<file path="config.mk">
export PLATFORM = sky130hd
export DESIGN_NAME = detect_scheduler
export DESIGN_NICKNAME = d
export VERILOG_FILES = /design/src/rtl/detect_pkg.sv /design/src/rtl/seq10_detector.sv /design/src/rtl/detect_scheduler.sv
export SDC_FILE = /design/constraint.sdc
export NUM_CORES = 1
export LEC_CHECK = 0
export CORE_MARGIN = 3
export CORE_UTILIZATION = 40
export DETAILED_ROUTE_END_ITERATION = 10
export HOLD_SLACK_MARGIN = 0.1
export PLACE_DENSITY = 0.71
export SLEW_MARGIN = 20
export SYNTH_ARGS = -nofsm -noshare
export SYNTH_HDL_FRONTEND = slang
export SYNTH_SLANG_ARGS = --single-unit
export TNS_END_PERCENT = 20
</file>
<file path="constraint.sdc">
create_clock -name clk -period 4.7 [get_ports clk]
set_input_delay 0.705 -clock clk [delete_from_list [all_inputs] [get_ports clk]]
set_output_delay 0.705 -clock clk [all_outputs]
set_load 0.005 [all_outputs]
</file>
<file path="src/rtl/detect_pkg.sv">
// detect_pkg: shared types for the detect_scheduler slice.
//   ctrl_state_t - scheduler controller states (IDLE, SHIFT, DONE)
//   det_state_t  - "10" detector states (S0, S1 = previous bit was 1)
package detect_pkg;

  typedef enum logic [1:0] {
    IDLE  = 2'd0,
    SHIFT = 2'd1,
    DONE  = 2'd2
  } ctrl_state_t;

  typedef enum logic {
    S0 = 1'b0,
    S1 = 1'b1
  } det_state_t;

endpackage

</file>
<file path="src/rtl/seq10_detector.sv">
// seq10_detector: bit-serial Mealy detector for the pattern "10".
// Ports:
//   clk, rst_n - clock, asynchronous active-low reset
//   clr        - synchronous clear to S0 (wins over en)
//   en         - advance on x this cycle; when low, state holds and hit is 0
//   x          - serial input bit
//   hit        - high in the cycle a 0 follows a 1
module seq10_detector
  import detect_pkg::*;
(
  input  logic clk,
  input  logic rst_n,
  input  logic clr,
  input  logic en,
  input  logic x,
  output logic hit
);

  det_state_t state_q, state_d;

  always_ff @(posedge clk or negedge rst_n) begin
    if (!rst_n) state_q <= S0;
    else        state_q <= state_d;
  end

  always_comb begin
    state_d = state_q;
    hit     = 1'b0;
    if (clr) begin
      state_d = S0;
    end else if (en) begin
      hit     = (state_q == S1) && !x;
      state_d = x ? S1 : S0;
    end
  end

endmodule

</file>
<file path="src/rtl/detect_scheduler.sv">
// detect_scheduler: round-robin sharing of one seq10_detector between NREQ
// requesters. A granted word is shifted MSB-first through the detector and
// the number of "10" detections is returned with a done strobe.
// Ports:
//   clk, rst_n - clock, asynchronous active-low reset
//   req        - per-requester request level
//   data       - requester i word at data[i*WIDTH +: WIDTH]
//   grant      - one-hot acceptance pulse
//   busy       - job in progress (SHIFT or DONE)
//   done       - one-cycle completion strobe
//   done_id    - requester index of the completed job (held until next done)
//   match_cnt  - detection count of the completed job (held until next done)
//
// Handshake: req is a level that acts as "valid"; the block is "ready" only in
// IDLE, and the single cycle where req[k] and grant[k] are both high is the
// transfer, so data[k] is sampled in that cycle. done is a valid-only strobe
// with no back-pressure; done_id/match_cnt are qualified by it.
module detect_scheduler
  import detect_pkg::*;
#(
  parameter  int NREQ  = 4,
  parameter  int WIDTH = 8,
  localparam int CW    = $clog2(WIDTH + 1),
  localparam int IW    = $clog2(NREQ)
) (
  input  logic                  clk,
  input  logic                  rst_n,
  input  logic [NREQ-1:0]       req,
  input  logic [NREQ*WIDTH-1:0] data,
  output logic [NREQ-1:0]       grant,
  output logic                  busy,
  output logic                  done,
  output logic [IW-1:0]         done_id,
  output logic [CW-1:0]         match_cnt
);

  ctrl_state_t    state_q, state_d;
  logic [IW-1:0]  ptr_q;
  logic [IW-1:0]  pick;
  logic [IW-1:0]  scan_idx;
  logic           pick_vld;
  logic [IW-1:0]  next_ptr;
  logic [WIDTH-1:0] shreg_q;
  logic [CW-1:0]  bit_cnt_q;
  logic [CW-1:0]  cnt_q;
  logic [IW-1:0]  id_q;
  logic           accept;
  logic           last_bit;
  logic           hit;

  // Round-robin search starting at ptr_q; first set request wins.
  always_comb begin
    pick     = '0;
    scan_idx = '0;
    pick_vld = 1'b0;
    for (int i = 0; i < NREQ; i++) begin
      scan_idx = IW'((int'(ptr_q) + i) % NREQ);
      if (!pick_vld && req[scan_idx]) begin
        pick_vld = 1'b1;
        pick     = scan_idx;
      end
    end
  end

  assign next_ptr = (pick == IW'(NREQ - 1)) ? '0 : pick + IW'(1);
  assign last_bit = (bit_cnt_q == CW'(WIDTH - 1));
  assign busy     = (state_q != IDLE);
  assign done     = (state_q == DONE);

  always_ff @(posedge clk or negedge rst_n) begin
    if (!rst_n) state_q <= IDLE;
    else        state_q <= state_d;
  end

  always_comb begin
    state_d = state_q;
    accept  = 1'b0;
    grant   = '0;
    case (state_q)
      IDLE: begin
        // grant is combinational from req, so it is also gated by rst_n to
        // stay low while reset is held with requests pending.
        if (pick_vld && rst_n) begin
          accept      = 1'b1;
          grant[pick] = 1'b1;
          state_d     = SHIFT;
        end
      end
      SHIFT:   if (last_bit) state_d = DONE;
      DONE:    state_d = IDLE;
      default: state_d = IDLE;
    endcase
  end

  always_ff @(posedge clk or negedge rst_n) begin
    if (!rst_n) begin
      ptr_q     <= '0;
      shreg_q   <= '0;
      bit_cnt_q <= '0;
      cnt_q     <= '0;
      id_q      <= '0;
      done_id   <= '0;
      match_cnt <= '0;
    end else if (accept) begin
      ptr_q     <= next_ptr;
      shreg_q   <= data[int'(pick)*WIDTH +: WIDTH];
      id_q      <= pick;
      bit_cnt_q <= '0;
      cnt_q     <= '0;
    end else if (state_q == SHIFT) begin
      shreg_q   <= shreg_q << 1;
      bit_cnt_q <= bit_cnt_q + CW'(1);
      cnt_q     <= cnt_q + CW'(hit);
      // The last bit's hit is folded in here so the result is ready in DONE.
      if (last_bit) begin
        done_id   <= id_q;
        match_cnt <= cnt_q + CW'(hit);
      end
    end
  end

  // Cleared on every grant so a trailing 1 never pairs with the next job.
  seq10_detector u_det (
    .clk   (clk),
    .rst_n (rst_n),
    .clr   (accept),
    .en    (state_q == SHIFT),
    .x     (shreg_q[WIDTH-1]),
    .hit   (hit)
  );

endmodule

</file>
==> results of run 1 <==
-- final cells by class --
class	instances	area [um2]
inverter	3	11.3
timing repair buffer	52	513
clock buffer	7	86.3
fill	329	1580
tap	48	60.1
sequential	29	726
multi-input combinational	118	881
-- cells by family (layout without fill, tap and decap cells) --
logic type | count (synthesis) | in the layout | synth area share (%)
buffers and inverters | 10 | 62 | 4.41
AND/OR/NAND/NOR | 55 | 55 | 19.1
AO/OA/AOI/OAI | 31 | 31 | 12.9
multiplexers | 21 | 21 | 12.9
adder cells (fa/ha/maj) | 7 | 7 | 5.24
XOR/XNOR | 4 | 4 | 2.09
flip-flops | 29 | 29 | 43.4
-- power by group through the flow --
stage / Clock, mW / Sequential [mW] / Combinational, mW
2_1_floorplan: 0 / 0.421 / 0.377
3_3_place_gp: 0 / 0.427 / 0.514
3_5_place_dp: 0 / 0.436 / 0.532
4_1_cts: 0.208 / 0.431 / 0.536
5_1_grt: 0.218 / 0.448 / 0.601
6_report: 0.203 / 0.431 / 0.529
-- flip-flops by register name (all words and copies together), names as in the netlist --
| register | cells |
|---|---|
| done_id | 2 |
| ptr_q | 2 |
| cnt_q | 4 |
| match_cnt | 4 |
| state_q | 2 |
| bit_cnt_q | 4 |
| u_det.state_q | 1 |
| shreg_q | 8 |
| id_q | 2 |
-- final timing paths --
check / startpoint / to / slack, ps / cells after the start
worst min register to register: id_q[1]$_DFFE_PN0N_ / id_q[1]$_DFFE_PN0N_ / 470 / 2
worst max-delay path: req[3] / grant[0] / 1110 / 8
worst min-delay path: id_q[1]$_DFFE_PN0N_ / id_q[1]$_DFFE_PN0N_ / 470 / 2
worst max register to register: state_q[1]$_DFFE_PN0P_ / match_cnt[1]$_DFFE_PN0P_ / 2760 / 5
min in group asynchronous: rst_n / cnt_q[0]$_DFFE_PN0P_ / 920 / 2
max in group asynchronous: rst_n / match_cnt[1]$_DFFE_PN0P_ / 3510 / 2
-- through the flow --
| step | cell area [um2] | total power, mW | utilization [%] | hold slack [ps] | setup slack, ps |
|---|---|---|---|---|---|
| after global placement | 2190 | 0.941 | 56.9 | 467 | 1200 |
| after floorplan | 1670 | 0.798 | - | 409 | 2290 |
| after global routing | 2280 | 1.27 | 59.1 | 500 | 937 |
| after CTS | 2280 | 1.17 | 59.1 | 478 | 1110 |
| final | 2280 | 1.16 | 59.1 | 474 | 1110 |
| after detailed placement | 2190 | 0.968 | 56.9 | 464 | 1110 |
-- critical path, cell delays in order --
cell,delay (ps)
clkdlybuf4s50_1,540
mux2i_1,140
a211oi_4,240
buf_4,330
inv_1,130
ha_1,220
and3_1,140
clkdlybuf4s50_1,440
-- synth_stat cells (2+ instances only) --
| library cell | number |
|---|---|
| and3_1 | 11 |
| nor2_1 | 11 |
| nor2b_1 | 2 |
| o21ai_2 | 2 |
| inv_1 | 3 |
| nor3b_1 | 2 |
| nor4b_1 | 2 |
| nand2_2 | 3 |
| o21ai_0 | 4 |
| xor2_1 | 3 |
| mux2i_1 | 17 |
| clkbuf_1 | 2 |
| ha_1 | 7 |
| a22o_1 | 4 |
| nand2_1 | 14 |
| dfrtp_1 | 29 |
| a21oi_1 | 11 |
| buf_6 | 2 |
| nand2b_1 | 3 |
| mux2_2 | 4 |
| o221ai_1 | 7 |
-- per-layer routing --
metal | wire (um) | vias to the layer above | GRT usage, %
li1 | - | 667 | -
met1 | 1590 | 636 | 20.2
met2 | 1720 | 46 | 26.0
met3 | 200 | 5 | 4.26
met4 | 42 | 0 | 6.26
met5 | 0 | - | 0
==> impl_metrics.yaml, run 1 <==
outcome:
  status: "completed"
power_and_ir_drop:
  clkPwrFrac_pct: 17.4
  power_frac_comb_pct: 45.5
  leakagePower_nw: 1.04
  switchingPower_uw: 421
  p_per_area_nw_per_um2: 511
  swShare_pct: 36.2
  seqPwrFrac_pct: 37.1
  ir_worst_vdd_mv: 0.235
  intPower_uw: 743
worst_setup_path:
  startpoint_type: "input port"
  worstPathArrival_ps: 2880
  critPathRequiredTime_ps: 3990
  crit_fanout: 20
  cp-end-kind: "output port"
  crit_type: "in2out"
floorplanning:
  placementRows: 22
  io_pins: 50
  core_area_um2: 3850
  die_x_um: 70.7
  fp.dieH_um: 70.7
  start_util_pct: 43.4
  dieArea_um2: 4990
routing:
  drtAntennaViolNets: 0
  routed_wl_um: 3550
  wire_per_inst_um: 13.8
  initialDrtViolationCount: 47
  vias: 1354
  dr.pass1.iters: 4
  drc: 0
  vias_per_cell: 5.27
logic_synthesis:
  synthTopCellsByArea: "dfrtp_1 (43%), mux2i_1 (10%), ha_1 (5.2%), and3_1 (4.1%), o221ai_1 (3.7%)"
  synth_area_leader_cell: "dfrtp_1"
  ys_types: 35
  synth_top_area_share_pct: 43.4
  yosysSeqAreaShare_pct: 43.4
  synth-edff-count: 0
  syn_area_um2: 1670
  syn_area_per_cell_um2: 10.7
  ys_ff_latch: 29
  synthCells: 157
  async_flop_share_pct: 100
  yosys_warnings: 0
  synthFlopType: "dfrtp_1"
  syn_nets: 202
clocking:
  clkTransAtPathRegs_ps: 50
  tritoncts.num_buffers: 5
  worstSkewPairLatency_ps: 270
  h-tree-depth: 2
  postCtsSetupBuffers: 0
  cts-root-buf: "clkbuf_8"
  hold_buffers: 0
  clock_sinks: 29
  ctsResizeCount: 0
  cts_tree: "built"
  clock_path_buffers: 2
cells_and_area:
  stdcell_count: 257
  fin_nets: 254
  drive_above_1_share_pct: 11.5
  final_common_cell: "clkdlybuf4s50_1"
  area_growth_pct: 36.1
  antennaDiodeCount: 0
  final_cell_mix: "clkdlybuf4s50_1 (49), dfrtp_1 (29), mux2i_1 (17)"
global_route:
  grt_usage_pct: 16.0
  grt_antenna_before_repair: 0
  grt_max_degree: 30
  overflow: 0
  grt_pass1_wl_um: 6480
  first_global_vias: 1431
place:
  dp_hpwl_um: 2790
  dp.cells: 250
  portBuffers: 49
  gp_congestion: 0.799
sta:
  max_freq_mhz: 279
  maxSlewViolCount: 0
  finClkSkew_ps: 6.22
  hold_viol_final: 0
  fin_tns_setup_ps: 0
  tightest_slew_ps: 640
  fin_crit_sh_pct: 76.3
  rsz0062_at_grt: "false"
  slew_headroom_pct: 57.1
  setup_viol: 0
  period_needed_ps: 3590
hold_path:
  worst_hold_path_type: "reg2reg"
run:
  max_cap_viol_count: 0
Note: power is estimated with default switching activity, not from simulation.
==> inputs of run 2 (changes only) <==
- PLACE_DENSITY: 0.71 -> 0.73
- clock period: 4.7 -> 2.9 ns (I/O delays scaled with it)
==> run 2 against run 1 <==
  * Global-route usage is 0.21 points lower
  * Via count is 2.1% higher
  * Final cell count is 1.6% higher
  * Critical endpoint is now grant[1]
  * Utilization is 0.97 points higher
  * Combinational power is 68% higher
  * Power is 65% higher
==> impl_metrics.yaml, run 2 (synthesis gave the netlist of run 1 again) <==
sta:
  hold_viol_final: 0
  setup_viol: 0
  maxSlewViolCount: 0
  period_needed_ps: 2790
  tightest_slew_ps: 634
  max_freq_mhz: 359
  fin_tns_setup_ps: 0
  fin_crit_sh_pct: 96.1
  worst_slack_ps: 114
  slew_headroom_pct: 57.5
  finClkSkew_ps: 5.77
  rsz0062_at_grt: "false"
worst_setup_path:
  r2r_cells: 5
  startpoint_type: "input port"
  crit_fanout: 4
  critPathRequiredTime_ps: 2470
  rr_startpoint: "state_q[1]$_DFFE_PN0P_"
  crit_type: "in2out"
  cp-end-kind: "output port"
  worstPathArrival_ps: 2350
  reg2reg_to: "match_cnt[1]$_DFFE_PN0P_"
  startpoint: "req[1]"
  rrSetupSlack_ps: 970
power_and_ir_drop:
  p_per_area_nw_per_um2: 827
  seqPwrFrac_pct: 36.8
  clkPwrFrac_pct: 16.8
  intPower_mw: 1.20
  power_frac_comb_pct: 46.4
  switchingPower_uw: 713
  ir_worst_vdd_mv: 0.454
  leakagePower_nw: 1.06
  swShare_pct: 37.3
routing:
  wire_per_inst_um: 14.3
  initialDrtViolationCount: 94
  drc: 0
  routed_wl_um: 3720
  drtAntennaViolNets: 0
  vias: 1382
  dr.pass1.iters: 5
  vias_per_cell: 5.30
outcome:
  status: "completed"
global_route:
  grt_max_degree: 30
  grt_antenna_before_repair: 0
  first_global_vias: 1444
  grt_pass1_wl_um: 6440
  overflow: 0
  grt_usage_pct: 15.8
cells_and_area:
  top_register: "shreg_q"
  final_cell_mix: "clkdlybuf4s50_1 (48), dfrtp_1 (29), mux2i_1 (17)"
  area_growth_pct: 38.4
  design_area_um2: 2310
  final_common_cell: "clkdlybuf4s50_1"
  stdcell_count: 261
  largest_register_ffs: 8
  fin_nets: 257
  drive_above_1_share_pct: 15.5
  antennaDiodeCount: 0
  fill_cells: 330
floorplanning:
  start_util_pct: 43.4
  core_area_um2: 3850
  fp.dieH_um: 70.7
  io_pins: 50
  placementRows: 22
  die_x_um: 70.7
  dieArea_um2: 4990
place:
  gp_congestion: 0.736
  placed_area_um2: 2210
  dp.cells: 252
  pre_cts_slack_ps: -32.2
  dp_hpwl_um: 2790
  portBuffers: 49
clocking:
  h-tree-depth: 2
  tritoncts.num_buffers: 5
  clock_path_buffers: 2
  cts_tree: "built"
  clock_sinks: 29
  worstSkewPairLatency_ps: 280
  hold_buffers: 0
  clkTransAtPathRegs_ps: 60
  cts-root-buf: "clkbuf_8"
hold_path:
  holdPathStages: 2
  worst_hold_path_type: "reg2reg"
  hp-start: "id_q[0]$_DFFE_PN0N_"
  min_to: "id_q[0]$_DFFE_PN0N_"
run:
  max_cap_viol_count: 0
[run 2: metal layers]
metal / GRT usage (%) / vias to the layer above / routed length [um]
met1: 19.7 / 643 / 1610
met5: 0 / - / 0
met4: 3.13 / 0 / 40
met3: 4.26 / 5 / 193
li1: - / 681 / -
met2: 27.4 / 53 / 1880
[run 2: power groups by stage]
stage	Sequential (mW)	Clock, mW	Combinational, mW
2_1_floorplan	0.683	0	0.611
3_3_place_gp	0.692	0	0.838
3_5_place_dp	0.708	0	0.873
4_1_cts	0.702	0.330	0.884
5_1_grt	0.732	0.347	0.985
6_report	0.704	0.321	0.889
[run 2: stage by stage]
step           power [mW]  utilization, %  hold WS [ps]
2_1_floorplan        1.29               -           139
3_5_place_dp         1.58            57.2           471
5_1_grt              2.06            60.1           522
3_3_place_gp         1.53            57.2           468
4_1_cts              1.92            59.6           485
6_report             1.91            60.1           485
[run 2: worst max path at each step]
stage	endpoint	slack [ps]	cells past startpoint
2_1_floorplan	grant[0]	990	7
3_3_place_gp	grant[1]	100	8
3_5_place_dp	grant[1]	-30	8
4_1_cts	grant[1]	30	8
5_1_grt	grant[1]	9	8
6_report	grant[1]	110	8
[run 2: area by class of cell]
type                       count  area [um2]  area share (%)
clock buffer                   5        68.8            2.97
clock inverter                 3        17.5           0.757
inverter                       3        11.3           0.486
multi-input combinational    118         893            38.6
sequential                    29         726            31.4
tap                           48        60.1            2.59
timing repair buffer          55         538            23.2
[run 2: what timing repair did]
| action | CTS | global route |
|---|---|---|
| setup endpoints to repair | 2 | 4 |
| pin swaps | 0 | 1 |
| resized for setup | 1 | 4 |
| buffers inserted | 0 | 1 |
[run 2: worst max-delay path: stages]
cell	delay [ps]
clkdlybuf4s50_1	560
nor3b_2	90
a211oi_2	280
nor2_2	110
inv_2	100
ha_1	140
and3_1	150
clkdlybuf4s50_1	490
